===== src/rtl/max1270_pkg.sv =====
// Shared definitions for the MAX1270 sample packer.
// Holds the FSM state encoding, channel count, sample width, the header tag
// and a helper that picks the lowest enabled channel from a mask.
// Optional feature macro: MAX1270_PACKER_HEADER_EN adds the HDR state.
package max1270_pkg;

    localparam int unsigned MAX1270_CH_NUM  = 8;
    localparam int unsigned MAX1270_DATA_W  = 12;
    localparam logic [3:0]  MAX1270_HDR_TAG = 4'hF;

`ifdef MAX1270_PACKER_HEADER_EN
    typedef enum logic [1:0] {
        ST_IDLE = 2'd0,
        ST_SNAP = 2'd1,
        ST_SEND = 2'd2,
        ST_HDR  = 2'd3
    } max1270_state_e;
`else
    typedef enum logic [1:0] {
        ST_IDLE = 2'd0,
        ST_SNAP = 2'd1,
        ST_SEND = 2'd2
    } max1270_state_e;
`endif

    // Index of the lowest set bit; returns 0 for an all-zero mask.
    function automatic logic [2:0] max1270_first_set(input logic [7:0] mask);
        logic [2:0] idx;
        idx = 3'd0;
        for (int i = 7; i >= 0; i--) begin
            if (mask[i]) begin
                idx = 3'(i);
            end
        end
        return idx;
    endfunction

endpackage


===== src/rtl/max1270_sample_packer_if.sv =====
// AXI4-Stream style output channel of the sample packer.
// tdata[15:12] channel tag (or header tag), tdata[11:0] payload.
// master: drives tdata/tvalid/tlast, samples tready. slave: the reverse.
interface max1270_sample_packer_if;
    logic [15:0] tdata;
    logic        tvalid;
    logic        tready;
    logic        tlast;

    modport master (output tdata, output tvalid, output tlast, input tready);
    modport slave  (input tdata, input tvalid, input tlast, output tready);
endinterface


===== src/rtl/max1270_frame_timer.sv =====
// Frame period timer: counts 0..period while enable is high and emits a
// registered one-cycle tick on the wrap; period=0 ticks every cycle.
// Ports: clk, rst_n (async active-low), enable, period, tick.
module max1270_frame_timer #(
    parameter int unsigned PERIOD_WIDTH = 24
) (
    input  logic                    clk,
    input  logic                    rst_n,
    input  logic                    enable,
    input  logic [PERIOD_WIDTH-1:0] period,
    output logic                    tick
);

    logic [PERIOD_WIDTH-1:0] count_r;
    logic                    tick_r;

    // Period counter and tick; >= keeps the counter bounded if period shrinks mid-count.
    always_ff @(posedge clk or negedge rst_n) begin
        if (!rst_n) begin
            count_r <= '0;
            tick_r  <= 1'b0;
        end else if (!enable) begin
            count_r <= '0;
            tick_r  <= 1'b0;
        end else if (count_r >= period) begin
            count_r <= '0;
            tick_r  <= 1'b1;
        end else begin
            count_r <= count_r + {{(PERIOD_WIDTH-1){1'b0}}, 1'b1};
            tick_r  <= 1'b0;
        end
    end

    assign tick = tick_r;

endmodule


===== src/rtl/max1270_sample_packer.sv =====
// MAX1270 sample packer: on each frame tick, snapshots the eight held
// channel results plus the channel mask, then streams the enabled channels
// in ascending order as {tag, sample} beats with tlast on the highest one.
// Ticks that arrive while a frame is busy are dropped and counted.
// Ports: s_axil_clk, s_axil_rst (async active-low), iADCh0..7Data, iEnable,
// iChMask, iPeriod, m_axis (stream master), oOverrunCnt, oBusy.
// Optional feature macro: MAX1270_PACKER_HEADER_EN prepends a header beat
// {4'hF, frame_count[11:0]} to every frame.
module max1270_sample_packer
    import max1270_pkg::*;
#(
    parameter int unsigned PERIOD_WIDTH = 24,
    parameter int unsigned OVR_WIDTH    = 16
) (
    input  logic                          s_axil_clk,
    input  logic                          s_axil_rst,
    input  logic [MAX1270_DATA_W-1:0]     iADCh0Data,
    input  logic [MAX1270_DATA_W-1:0]     iADCh1Data,
    input  logic [MAX1270_DATA_W-1:0]     iADCh2Data,
    input  logic [MAX1270_DATA_W-1:0]     iADCh3Data,
    input  logic [MAX1270_DATA_W-1:0]     iADCh4Data,
    input  logic [MAX1270_DATA_W-1:0]     iADCh5Data,
    input  logic [MAX1270_DATA_W-1:0]     iADCh6Data,
    input  logic [MAX1270_DATA_W-1:0]     iADCh7Data,
    input  logic                          iEnable,
    input  logic [MAX1270_CH_NUM-1:0]     iChMask,
    input  logic [PERIOD_WIDTH-1:0]       iPeriod,
    max1270_sample_packer_if.master       m_axis,
    output logic [OVR_WIDTH-1:0]          oOverrunCnt,
    output logic                          oBusy
);

    logic                      tick_s;
    logic [MAX1270_DATA_W-1:0] live_s   [MAX1270_CH_NUM];
    logic [MAX1270_DATA_W-1:0] shadow_r [MAX1270_CH_NUM];
    logic [MAX1270_CH_NUM-1:0] pending_r;
    max1270_state_e            state_r;
    logic [15:0]               tdata_r;
    logic                      tvalid_r;
    logic                      tlast_r;
    logic [OVR_WIDTH-1:0]      ovr_r;
    logic                      busy_r;
    logic                      xfer_s;
    logic [MAX1270_CH_NUM-1:0] src_mask_s;
    logic [2:0]                beat_idx_s;
    logic [MAX1270_DATA_W-1:0] beat_sample_s;
    logic [MAX1270_CH_NUM-1:0] rest_mask_s;
`ifdef MAX1270_PACKER_HEADER_EN
    logic [11:0]               frame_cnt_r;
`endif

    max1270_frame_timer #(
        .PERIOD_WIDTH (PERIOD_WIDTH)
    ) u_timer (
        .clk    (s_axil_clk),
        .rst_n  (s_axil_rst),
        .enable (iEnable),
        .period (iPeriod),
        .tick   (tick_s)
    );

    assign live_s[0] = iADCh0Data;
    assign live_s[1] = iADCh1Data;
    assign live_s[2] = iADCh2Data;
    assign live_s[3] = iADCh3Data;
    assign live_s[4] = iADCh4Data;
    assign live_s[5] = iADCh5Data;
    assign live_s[6] = iADCh6Data;
    assign live_s[7] = iADCh7Data;

    assign xfer_s = tvalid_r & m_axis.tready;

    // Next-beat selection. In SNAP the first beat comes straight from the live
    // inputs, which are the very values being latched into the shadows that edge.
    always_comb begin
        src_mask_s    = pending_r;
        beat_sample_s = '0;
        if (state_r == ST_SNAP) begin
            src_mask_s = iChMask;
        end else begin
            src_mask_s = pending_r;
        end
        beat_idx_s = max1270_first_set(src_mask_s);
        if (state_r == ST_SNAP) begin
            beat_sample_s = live_s[beat_idx_s];
        end else begin
            beat_sample_s = shadow_r[beat_idx_s];
        end
        rest_mask_s = src_mask_s & ~(8'h01 << beat_idx_s);
    end

    // Frame FSM with registered stream outputs, busy flag and overrun counter.
    always_ff @(posedge s_axil_clk or negedge s_axil_rst) begin
        if (!s_axil_rst) begin
            state_r   <= ST_IDLE;
            pending_r <= '0;
            tdata_r   <= 16'h0000;
            tvalid_r  <= 1'b0;
            tlast_r   <= 1'b0;
            ovr_r     <= '0;
            busy_r    <= 1'b0;
            for (int i = 0; i < int'(MAX1270_CH_NUM); i++) begin
                shadow_r[i] <= '0;
            end
`ifdef MAX1270_PACKER_HEADER_EN
            frame_cnt_r <= 12'd0;
`endif
        end else begin
            // Any tick outside IDLE is a dropped snapshot, including one that
            // lands on the final accepted beat.
            if (tick_s && (state_r != ST_IDLE) && (ovr_r != {OVR_WIDTH{1'b1}})) begin
                ovr_r <= ovr_r + {{(OVR_WIDTH-1){1'b0}}, 1'b1};
            end
            case (state_r)
                ST_IDLE: begin
                    if (tick_s && (iChMask != 8'h00)) begin
                        state_r <= ST_SNAP;
                        busy_r  <= 1'b1;
                    end
                end
                ST_SNAP: begin
                    for (int i = 0; i < int'(MAX1270_CH_NUM); i++) begin
                        shadow_r[i] <= live_s[i];
                    end
                    if (iChMask == 8'h00) begin
                        // Mask cleared between tick and snapshot: nothing to send.
                        state_r <= ST_IDLE;
                        busy_r  <= 1'b0;
                    end else begin
`ifdef MAX1270_PACKER_HEADER_EN
                        pending_r <= iChMask;
                        tdata_r   <= {MAX1270_HDR_TAG, frame_cnt_r};
                        tvalid_r  <= 1'b1;
                        tlast_r   <= 1'b0;
                        state_r   <= ST_HDR;
`else
                        pending_r <= rest_mask_s;
                        tdata_r   <= {1'b0, beat_idx_s, beat_sample_s};
                        tvalid_r  <= 1'b1;
                        tlast_r   <= (rest_mask_s == 8'h00);
                        state_r   <= ST_SEND;
`endif
                    end
                end
`ifdef MAX1270_PACKER_HEADER_EN
                ST_HDR: begin
                    if (xfer_s) begin
                        pending_r <= rest_mask_s;
                        tdata_r   <= {1'b0, beat_idx_s, beat_sample_s};
                        tlast_r   <= (rest_mask_s == 8'h00);
                        state_r   <= ST_SEND;
                    end
                end
`endif
                ST_SEND: begin
                    if (xfer_s) begin
                        if (tlast_r) begin
                            state_r  <= ST_IDLE;
                            tdata_r  <= 16'h0000;
                            tvalid_r <= 1'b0;
                            tlast_r  <= 1'b0;
                            busy_r   <= 1'b0;
`ifdef MAX1270_PACKER_HEADER_EN
                            frame_cnt_r <= frame_cnt_r + 12'd1;
`endif
                        end else begin
                            pending_r <= rest_mask_s;
                            tdata_r   <= {1'b0, beat_idx_s, beat_sample_s};
                            tlast_r   <= (rest_mask_s == 8'h00);
                        end
                    end
                end
                default: begin
                    state_r  <= ST_IDLE;
                    tdata_r  <= 16'h0000;
                    tvalid_r <= 1'b0;
                    tlast_r  <= 1'b0;
                    busy_r   <= 1'b0;
                end
            endcase
        end
    end

    assign m_axis.tdata  = tdata_r;
    assign m_axis.tvalid = tvalid_r;
    assign m_axis.tlast  = tlast_r;
    assign oOverrunCnt   = ovr_r;
    assign oBusy         = busy_r;

endmodule


===== src/flat_wrapper.sv =====
// flat-port wrapper written by rule: the top's interface ports become plain ports
module max1270_sample_packer_flat import max1270_pkg::*;
#(
    parameter int unsigned PERIOD_WIDTH = 24,
    parameter int unsigned OVR_WIDTH    = 16
)
  (s_axil_clk, s_axil_rst, iADCh0Data, iADCh1Data, iADCh2Data, iADCh3Data, iADCh4Data, iADCh5Data, iADCh6Data, iADCh7Data, iEnable, iChMask, iPeriod, oOverrunCnt, oBusy, m_axis_tdata, m_axis_tvalid, m_axis_tlast, m_axis_tready);
  max1270_sample_packer_if m_axis_i ();
  input  logic s_axil_clk;
  input  logic s_axil_rst;
  input  logic [MAX1270_DATA_W-1:0] iADCh0Data;
  input  logic [MAX1270_DATA_W-1:0] iADCh1Data;
  input  logic [MAX1270_DATA_W-1:0] iADCh2Data;
  input  logic [MAX1270_DATA_W-1:0] iADCh3Data;
  input  logic [MAX1270_DATA_W-1:0] iADCh4Data;
  input  logic [MAX1270_DATA_W-1:0] iADCh5Data;
  input  logic [MAX1270_DATA_W-1:0] iADCh6Data;
  input  logic [MAX1270_DATA_W-1:0] iADCh7Data;
  input  logic iEnable;
  input  logic [MAX1270_CH_NUM-1:0] iChMask;
  input  logic [PERIOD_WIDTH-1:0] iPeriod;
  output logic [OVR_WIDTH-1:0] oOverrunCnt;
  output logic oBusy;
  output wire logic [$bits(m_axis_i.tdata)-1:0] m_axis_tdata;
  output wire logic [$bits(m_axis_i.tvalid)-1:0] m_axis_tvalid;
  output wire logic [$bits(m_axis_i.tlast)-1:0] m_axis_tlast;
  input wire logic [$bits(m_axis_i.tready)-1:0] m_axis_tready;
  assign m_axis_tdata = m_axis_i.tdata;
  assign m_axis_tvalid = m_axis_i.tvalid;
  assign m_axis_tlast = m_axis_i.tlast;
  assign m_axis_i.tready = m_axis_tready;
  max1270_sample_packer #(.PERIOD_WIDTH(PERIOD_WIDTH), .OVR_WIDTH(OVR_WIDTH)) u_core (.s_axil_clk(s_axil_clk), .s_axil_rst(s_axil_rst), .iADCh0Data(iADCh0Data), .iADCh1Data(iADCh1Data), .iADCh2Data(iADCh2Data), .iADCh3Data(iADCh3Data), .iADCh4Data(iADCh4Data), .iADCh5Data(iADCh5Data), .iADCh6Data(iADCh6Data), .iADCh7Data(iADCh7Data), .iEnable(iEnable), .iChMask(iChMask), .iPeriod(iPeriod), .m_axis(m_axis_i), .oOverrunCnt(oOverrunCnt), .oBusy(oBusy));
endmodule

===== config.mk =====
export PLATFORM = sky130hd
export DESIGN_NAME = max1270_sample_packer_flat
export DESIGN_NICKNAME = d
export VERILOG_FILES = /design/src/rtl/max1270_pkg.sv /design/src/rtl/max1270_sample_packer_if.sv /design/src/rtl/max1270_frame_timer.sv /design/src/rtl/max1270_sample_packer.sv /design/src/flat_wrapper.sv
export SDC_FILE = /design/constraint.sdc
export NUM_CORES = 1
export LEC_CHECK = 0
export ABC_AREA = 0
export CAP_MARGIN = 40
export CORE_MARGIN = 4
export CORE_UTILIZATION = 55
export CTS_BUF_LIST = sky130_fd_sc_hd__clkbuf_4 sky130_fd_sc_hd__clkbuf_8 sky130_fd_sc_hd__clkbuf_16
export CTS_CLUSTER_SIZE = 14
export DETAILED_ROUTE_END_ITERATION = 16
export DONT_BUFFER_PORTS = 1
export PLACE_DENSITY = 0.7
export SETUP_SLACK_MARGIN = 0.15
export SYNTH_ARGS = -nofsm -noshare
export SYNTH_HDL_FRONTEND = slang
export SYNTH_SLANG_ARGS = --single-unit

===== constraint.sdc =====
create_clock -name s_axil_clk -period 3.4 [get_ports s_axil_clk]
set_clock_uncertainty 0.15 [all_clocks]
set_input_delay 0 -clock s_axil_clk [delete_from_list [all_inputs] [get_ports s_axil_clk]]
set_output_delay 0 -clock s_axil_clk [all_outputs]
set_load 0.05 [all_outputs]

# Word-level counts from Yosys, hierarchy flattened
# Cells that the tools add are included.
[word_totals] ff_bits=166 input_bits=132 out_inout_bits=35
[op_classes] magnitude_cmp=2 n_mux=44 bitwise=5 n_shift=1 reduce_logical=14 eq_ne=9 add_sub_neg=2
[op_table] cell="binary-select mux 12 bit (select 3 bit)" count=2
[op_table] cell="two-way mux 12 bit" count=5
[op_table] cell="two-way mux 24 bit" count=2
[op_table] cell="one-hot mux 16 bit (3 select lines)" count=1
[op_table] cell="two-way mux 16 bit" count=2
[op_table] cell="two-way mux 8 bit" count=4
[op_table] cell="adder 24 x 1 -> 24 bit (second input constant)" count=1
[op_table] cell=">= comparator 24 bit" count=1
[op_table] cell="two-way mux 3 bit" count=8
[op_table] cell="adder 16 x 1 -> 16 bit (second input constant)" count=1
[op_table] cell="zero test 8 bit" count=2
[op_table] cell="!= test 16 bit (second input constant)" count=1
[op_table] cell="one-hot mux 8 bit (2 select lines)" count=1
[op_table] cell="two-way mux 15 bit" count=1
[op_table] cell="AND reduction 4 bit" count=3
[op_table] cell="two-way mux 1 bit" count=10
[op_table] cell="one-hot mux 1 bit (3 select lines)" count=3
[op_table] cell="AND 8 bit" count=1
[op_table] cell="two-way mux 2 bit" count=4
[op_table] cell="NOT 8 bit" count=1
[op_table] cell="nonzero test 8 bit" count=1
[op_table] cell="<< shifter 1 x 3 -> 8 bit (first input constant)" count=1
[op_table] cell="!= test 2 x 1 -> 1 bit (second input constant)" count=3
[op_table] cell="!= test 2 bit (second input constant)" count=3
[op_table] cell="11 further kinds" count=15

# Depth between registers and ports, before layout
# Gate-level depths: netlist (run 1).
[logic_depth] word_depth=18 mapped_depth=13 depth_no_buf=9

# Hierarchy
# A second synthesis (run 1) with hierarchy kept.
[unflattened] hier_cells=863 area_unflattened_um2=9080.0
[modules_own_cells] mod="max1270_sample_packer" seq_area_each_um2=3503.4 instances=1 cells_each=657 area_per_inst_um2=7267.0
[modules_own_cells] mod="max1270_frame_timer" seq_area_each_um2=625.6 instances=1 cells_each=206 area_per_inst_um2=1813.0

# Worst setup path before layout (run 1)
# No wires, ideal clock.
[synth_timing] path_kind="register to register" startpoint="reg u_core.state_r[1]" endpoint="reg u_core.tdata_r[9] (netlist: u_core.m_axis.tdata[9])" period_less_slack_ps=2514 path_slack_ps=886 t_required_ps=3118 stages_incl_launch_ff=12 path_buffers=3 t_arrival_ps=2232 path_cell_list="dfrtp_1 inv_1 ha_1 buf_6 buf_8 mux2i_4 nand4_2 nand3_2 buf_6 mux2_2 a211oi_1 o21ai_1"
[synth_via] elab_chain_len=18
[synth_rtl] item="start, declared" line_no="max1270_sample_packer.sv:37" source="max1270_state_e state_r;"
[synth_rtl] item="start signal, assigned" line_no="max1270_sample_packer.sv:95" source="state_r <= ST_IDLE;"
[synth_rtl] item="start signal, assigned" line_no="max1270_sample_packer.sv:117" source="state_r <= ST_SNAP;"
[synth_rtl] item="start signal, assigned" line_no="max1270_sample_packer.sv:127" source="state_r <= ST_IDLE;"
[synth_rtl] item="== test 2 x 1 -> 1 bit" line_no="max1270_sample_packer.sv:78, max1270_sample_packer.sv:84, max1270_sample_packer.sv:114"
[synth_rtl] item="two-way mux 8 bit" line_no="max1270_sample_packer.sv:78" source="if (state_r == ST_SNAP) begin"
[synth_rtl] item="two-way mux 3 bit (8 in series)" line_no="max1270_pkg.sv:31" source="if (mask[i]) begin"
[synth_rtl] item="NOT 3 -> 4 bit (not written as such)" line_no="max1270_sample_packer.sv:85, max1270_sample_packer.sv:87"
[synth_rtl] item="binary-select mux 12 bit (select 3 bit), on equally long branches" line_no="max1270_sample_packer.sv:87, max1270_sample_packer.sv:85"
[synth_rtl] item="two-way mux 12 bit, on equally long branches (2 in series)" line_no="max1270_sample_packer.sv:87, max1270_sample_packer.sv:85"
[synth_rtl] item="two-way mux 12 bit" line_no="max1270_sample_packer.sv:84" source="if (state_r == ST_SNAP) begin"
[synth_rtl] item="two-way mux 15 bit" line_no="max1270_sample_packer.sv:157" source="if (tlast_r) begin"
[synth_rtl] item="two-way mux 16 bit" line_no="max1270_sample_packer.sv:156" source="if (xfer_s) begin"
[synth_rtl] item="one-hot mux 16 bit (3 select lines)" line_no="max1270_sample_packer.sv:114" source="case (state_r)"
[synth_rtl] item="end signal, assigned" line_no="max1270_sample_packer.sv:138" source="tdata_r <= {1'b0, beat_idx_s, beat_sample_s};"
[synth_rtl] item="end signal, assigned" line_no="max1270_sample_packer.sv:168" source="tdata_r <= {1'b0, beat_idx_s, beat_sample_s};"
[synth_rtl] item="end, declared" line_no="max1270_sample_packer.sv:38" source="logic [15:0] tdata_r;"
# Parallel ways exist; a longest one is shown, timed or not. The select of a mux whose other input is x is not followed.
# A chain may end at the register's enable or synchronous reset.

# Worst setup path after layout (run 1)
[layout_timing] startpoint="reg u_core.state_r[1]" endpoint="reg u_core.tdata_r[10] (netlist: u_core.m_axis.tdata[10])"
# Same word-level chain as after synthesis.

==> results.sh, run 1 <==
export IMPL_synth_seq_area_share_pct=44.33
export IMPL_finalPower_w=0.004229
export IMPL_tightest_slew_ns=0.8861
export IMPL_start_util_pct=56.17
export IMPL_grt_pass1_wl_um=41970
export IMPL_grt_ovfl_total=0
export IMPL_slew_viol_final=0
export IMPL_place_inst=1112
export IMPL_rows=47
export IMPL_maxCapViolations=0
export IMPL_design_area_um2=11260
export IMPL_route_detailed_drc=0
export IMPL_yosys_warnings=0
export IMPL_htreeDepth=4
export IMPL_syn_nets=1078
export IMPL_status="finished with violations"
export IMPL_cts_root_buf="clkbuf_16"
export IMPL_worst_setup_path_end_kind="register"
export IMPL_clock_latency_ns=0.42
export IMPL_vias_per_cell=6.138
export IMPL_die_area_um2=19080
export IMPL_synth_top_cell_area_share_pct=44.33
export IMPL_synth_cell_types=72
export IMPL_portBuffers=0
export IMPL_tns_ns=0
export IMPL_yosysMostFrequentCell="dfrtp_1"
export IMPL_fin_nets=1179
export IMPL_ir_worst_vdd_v=0.0003778
export IMPL_synth_edf_count=0
export IMPL_violations="negative hold slack"
export IMPL_netlist_area_um2=9315
export IMPL_ys_top_cells_by_area="dfrtp_1, mux2_2, nand2_1"
export IMPL_worst_setup_path_type="reg2reg"
export IMPL_fmax_mhz=322.8
export IMPL_hpwl_um=17360
export IMPL_die_y_um=138.1
export IMPL_crit_fanout=18
export IMPL_synth_top_area_cell="dfrtp_1"
export IMPL_synth_ff_type="dfrtp_1"
export IMPL_antenna_found_initial=6
export IMPL_final_layout_size_suffix_gt1_share_pct=18.06
export IMPL_async_flop_share_pct=100.0
export IMPL_hold_violations=165
export IMPL_dr_first_iter_drc_count=516
export IMPL_hp_class="in2async"
export IMPL_fin_cells=1256
export IMPL_synth_common_cells="dfrtp_1, nand2_1, mux2_2, nor2_1, o21ai_0"
export IMPL_drt_pass1_iterations=7
export IMPL_crit_required_ns=3.55
export IMPL_core_area_um2=16580
export IMPL_ys_ff_latch=165
export IMPL_grt_pass1_vias=7719
export IMPL_p_per_area_nw_per_um2=375.4
export IMPL_die_w_um=138.1
export IMPL_num_vias=7709
export IMPL_grt_util_all_layers_pct=27.19
export IMPL_cts_buffers=17
export IMPL_hold_slack_ns=-0.8774
export IMPL_period_share_pct=91.13
export IMPL_cts_hold_buf=107
export IMPL_finalWirelength_um=26130
export IMPL_clkTransAtPathRegs_ns=0.07
export IMPL_placed_area_um2=9584
export IMPL_gp_congestion=0.8404
export IMPL_synthCells=917
export IMPL_postCtsSetupRepairBufs=0
export IMPL_area_delta_synth_final_pct=20.93
export IMPL_drtAntennaViolNets=0
export IMPL_slew_headroom_pct=40.73
export IMPL_power_static_leakage_nw=5.265
export IMPL_wl_per_cell_um=20.80
export IMPL_cts_tree="built"
export IMPL_period_minus_slack_ns=3.098
export IMPL_grt_max_degree=166
export IMPL_cp_start_kind="register"
export IMPL_avgSynthCellArea_um2=10.16
export IMPL_cp_arrival_ns=3.25
export IMPL_cts_sinks=165
export IMPL_io_pins=167
export IMPL_rsz0062_at_grt="false"
export IMPL_clockBufferDepth=2
export IMPL_setup_viol=0
-- placed cells by master (no fill, tap or decap), types with 4 or more instances in the layout --
cell type	count
and3_1	9
nor2_1	47
o221ai_1	6
a32oi_1	6
buf_4	25
a211oi_1	11
dfrtp_1	165
a31oi_1	10
nand4_1	21
mux2i_1	23
a2bb2oi_1	6
o31ai_1	11
ha_1	28
xor2_1	15
dlygate4sd3_1	107
nor3_1	26
inv_1	34
nand2_1	109
a21o_1	13
diode_2	6
o21ai_0	40
and4_1	6
nand3_1	36
xnor2_1	21
o2111ai_1	4
clkbuf_16	17
o211ai_1	5
o22ai_1	10
a21oi_1	23
and2_1	7
mux2_2	107
o21ai_1	9
-- repair_timing --
| item | in CTS | in global routing |
|---|---|---|
| gates resized for setup | 0 | 1 |
| hold endpoints to repair | 310 | 165 |
| setup endpoints to repair | 0 | 2 |
-- final timing paths --
check                                                from                          to  slack (ns)  cells after the start
min in group s_axil_clk                        iChMask[0]         u_core.pending_r[1]        0.01                      3
max in group asynchronous                      s_axil_rst  u_core.u_timer.count_r[16]        3.67                      0
worst max-delay path                    u_core.state_r[1]     u_core.m_axis.tdata[10]        0.30                      8
worst min-delay path                           s_axil_rst         u_core.pending_r[6]       -0.88                      0
worst min register to register  u_core.u_timer.count_r[0]   u_core.u_timer.count_r[0]        0.35                      1
worst max register to register          u_core.state_r[1]     u_core.m_axis.tdata[10]        0.30                      8
-- final cells by class --
type	instances	area, µm²
antenna	6	15.01
tap	220	275.3
multi-input combinational	666	4820
inverter	34	127.6
clock inverter	11	125.1
fill	1245	5319
sequential	165	4129
clock buffer	20	466.7
timing repair buffer	134	1306
-- sequential cells by signal, indices dropped and copies added (netlist names) --
signal / cells
u_core.oOverrunCnt: 16
u_core.u_timer.count_r: 24
u_core.state_r: 2
u_core.m_axis.tdata: 15
u_core.oBusy: 1
u_core.pending_r: 8
u_core.m_axis.tvalid: 1
u_core.shadow_r: 96
u_core.u_timer.tick: 1
u_core.m_axis.tlast: 1
-- power breakdown --
| part | internal [W] | switching, W | leakage (nW) |
|---|---|---|---|
| clock network | 0.00114 | 0.000791 | 0.289 |
| logic | 0.000141 | 0.000144 | 2.67 |
| registers | 0.00198 | 0.0000384 | 2.30 |
| total | 0.00326 | 0.000973 | 5.26 |
-- critical path: stages (launching register included) --
cell and delay [ns]:
dfrtp_1 0.39, inv_1 0.11, ha_4 0.32, buf_4 0.29
mux2i_1 0.30, nand3_2 0.53, mux2_1 0.52, a211oi_1 0.26
o21ai_1 0.09
-- routing by layer --
metal  up-vias  part of all wire (%)  wire length (µm)  track usage, %
li1       3516                     -                 -               -
met4         2                   3.0               796           11.70
met1      3736                    42             10960           35.49
met3        73                   7.6              1995           6.906
met5         -                 0.050                13               0
met2       382                    47             12370           43.32
-- kinds of logic (layout without fill, tap and decap cells) --
kind of cell / Yosys count / after routing / synth area share, %
AOI/OAI and AO/OA: 176 / 176 / 12.80
xor gates and xnor gates: 36 / 36 / 3.385
adders and majority gates: 30 / 30 / 4.016
buffers and inverters: 86 / 199 / 4.204
DFF: 165 / 165 / 44.33
muxes: 135 / 135 / 16.29
other: 1 / 7 / 0.04026
and+or+nand+nor: 288 / 288 / 14.94
-- per-stage QoR --
step | worst slack (ns) | utilization (%)
6_report | 0.3017 | 67.93
5_1_grt | 0.1548 | 67.93
4_1_cts | 0.3156 | 67.82
3_5_place_dp | 0.3277 | 57.79
3_3_place_gp | 0.4314 | 57.63
2_1_floorplan | 0.8858 | -
(Power assumes the default switching activity.)
==> inputs of run 2 (changes only) <==
--- a/config.mk
+++ b/config.mk
@@ -14,7 +14,7 @@
 export DETAILED_ROUTE_END_ITERATION = 16
 export DONT_BUFFER_PORTS = 1
 export PLACE_DENSITY = 0.7
-export SETUP_SLACK_MARGIN = 0.15
+export SETUP_SLACK_MARGIN = 0.4
 export SYNTH_ARGS = -nofsm -noshare
 export SYNTH_HDL_FRONTEND = slang
 export SYNTH_SLANG_ARGS = --single-unit
==> results.sh, run 2 (synthesis gave the netlist of run 1 again) <==
export IMPL_drt_pass1_iterations=5
export IMPL_slowest_stage="nand2_1"
export IMPL_path_cells="inv_1, ha_4, mux2i_4, inv_1, a31oi_4, nand2_1, o2bb2ai_1, o21ai_1, or3_1"
export IMPL_fin_ws_ns=0.5140
export IMPL_period_minus_slack_ns=2.886
export IMPL_comb_power_share_pct=6.8
export IMPL_hold_violations=165
export IMPL_period_share_pct=84.88
export IMPL_slowest_delay_ns=0.44
export IMPL_cts_buffers=17
export IMPL_worst_setup_path_type="reg2reg"
export IMPL_drtAntennaViolNets=0
export IMPL_io_pins=167
export IMPL_cp_arrival_ns=3.03
export IMPL_die_y_um=138.1
export IMPL_gp_congestion=0.8404
export IMPL_tns_ns=0
export IMPL_place_inst=1112
export IMPL_num_vias=7784
export IMPL_cts_hold_buf=107
export IMPL_ir_worst_vdd_v=0.0003771
export IMPL_clkTransAtPathRegs_ns=0.07
export IMPL_violations="negative hold slack"
export IMPL_largest_register_ffs=96
export IMPL_largest_register="u_core.shadow_r"
export IMPL_setup_viol=0
export IMPL_slew_viol_final=0
export IMPL_antenna_found_initial=7
export IMPL_hpwl_um=17360
export IMPL_dpl_worst_slack_ns=0.3277
export IMPL_placed_area_um2=9584
export IMPL_maxCapViolations=0
export IMPL_p_sw_w=0.0009820
export IMPL_area_delta_synth_final_pct=22.28
export IMPL_clockBufferDepth=2
export IMPL_vias_per_cell=6.139
export IMPL_cts_root_buf="clkbuf_16"
export IMPL_layout_common_cells="dfrtp_1, nand2_1, mux2_2, dlygate4sd3_1, nor2_1"
export IMPL_layout_cells_most_common="dfrtp_1"
export IMPL_grt_pass1_wl_um=42030
export IMPL_slew_headroom_pct=41.06
export IMPL_fin_nets=1190
export IMPL_worst_setup_path_end_kind="register"
export IMPL_rsz0062_at_grt="true"
export IMPL_fin_util_pct=68.69
export IMPL_cts_sinks=165
export IMPL_fin_cells=1268
export IMPL_crit_family="simple AND/OR/NAND/NOR gates"
export IMPL_finalWirelength_um=26520
export IMPL_clock_latency_ns=0.42
export IMPL_fmax_mhz=346.5
export IMPL_dr_first_iter_drc_count=620
export IMPL_route_detailed_drc=0
export IMPL_grt_util_all_layers_pct=27.26
export IMPL_design_area_um2=11390
export IMPL_tightest_slew_ns=0.8812
export IMPL_core_area_um2=16580
export IMPL_grt_max_degree=166
export IMPL_power_switching_share_pct=23.17
export IMPL_power_frac_clock_pct=45.7
export IMPL_crit_required_ns=3.55
export IMPL_hp_class="in2async"
export IMPL_hold_slack_ns=-0.8771
export IMPL_status="finished with violations"
export IMPL_worst_path_buf_inv=2
export IMPL_rows=47
export IMPL_htreeDepth=4
export IMPL_cp_start_kind="register"
export IMPL_cp_common_cell="inv_1"
export IMPL_die_area_um2=19080
export IMPL_grt_ovfl_total=0
export IMPL_grt_pass1_vias=7738
export IMPL_start_util_pct=56.17
export IMPL_wl_per_cell_um=20.91
export IMPL_die_w_um=138.1
export IMPL_p_per_area_nw_per_um2=372.1
export IMPL_internal_power_w=0.003256
export IMPL_final_layout_size_suffix_gt1_share_pct=19.12
export IMPL_pwr_share_seq_pct=47.5
export IMPL_cts_tree="built"
export IMPL_power_static_leakage_nw=5.340
export IMPL_portBuffers=0
export IMPL_crit_fanout=16
## run 2: layer usage
metal	share of wire (%)	vias up	GRT usage [%]
li1	-	3533	-
met5	0.049	-	0
met2	47	405	42.75
met4	3.9	2	12.90
met3	7.6	98	6.837
met1	42	3746	35.75
## run 2: worst paths after layout
path                                      startpoint                   endpoint  slack [ns]  cells after the start
setup reg to reg                   u_core.state_r[1]     u_core.m_axis.tdata[2]        0.51                      9
setup / recovery                   u_core.state_r[1]     u_core.m_axis.tdata[2]        0.51                      9
min in group s_axil_clk                   iChMask[0]        u_core.pending_r[1]        0.02                      3
hold / removal                            s_axil_rst        u_core.pending_r[6]       -0.88                      0
hold reg to reg            u_core.u_timer.count_r[0]  u_core.u_timer.count_r[0]        0.35                      1
max in group asynchronous                 s_axil_rst  u_core.u_timer.count_r[9]        3.66                      0
## run 2: layout make-up
class / count / area (µm²)
antenna: 7 / 17.52
tap: 220 / 275.3
multi-input combinational: 666 / 4832
clock inverter: 11 / 125.1
clock buffer: 20 / 466.7
fill: 1225 / 5192
inverter: 34 / 127.6
sequential: 165 / 4129
timing repair buffer: 145 / 1418
## run 2: power groups by stage
stage / clock network, W / registers (W) / logic (W)
2_1_floorplan: 0 / 0.00205 / 0.000119
3_3_place_gp: 0 / 0.00205 / 0.000145
3_5_place_dp: 0 / 0.00205 / 0.000150
4_1_cts: 0.00196 / 0.00201 / 0.000281
5_1_grt: 0.00205 / 0.00201 / 0.000310
6_report: 0.00194 / 0.00201 / 0.000287
## run 2: what timing repair did
item / CTS / global route
endpoints found under the hold margin: 311 / 165
gates resized for setup: 2 / 3
setup endpoints to repair: 10 / 10
pin swaps: 0 / 3
buffers inserted: 0 / 11
## run 2: stage by stage
stage / total power, W / hold WS, ns
2_1_floorplan: 0.002167 / -0.4456
3_3_place_gp: 0.002195 / -0.4377
3_5_place_dp: 0.002201 / -0.4368
4_1_cts: 0.004259 / -0.8923
5_1_grt: 0.004377 / -0.8981
6_report: 0.004238 / -0.8771
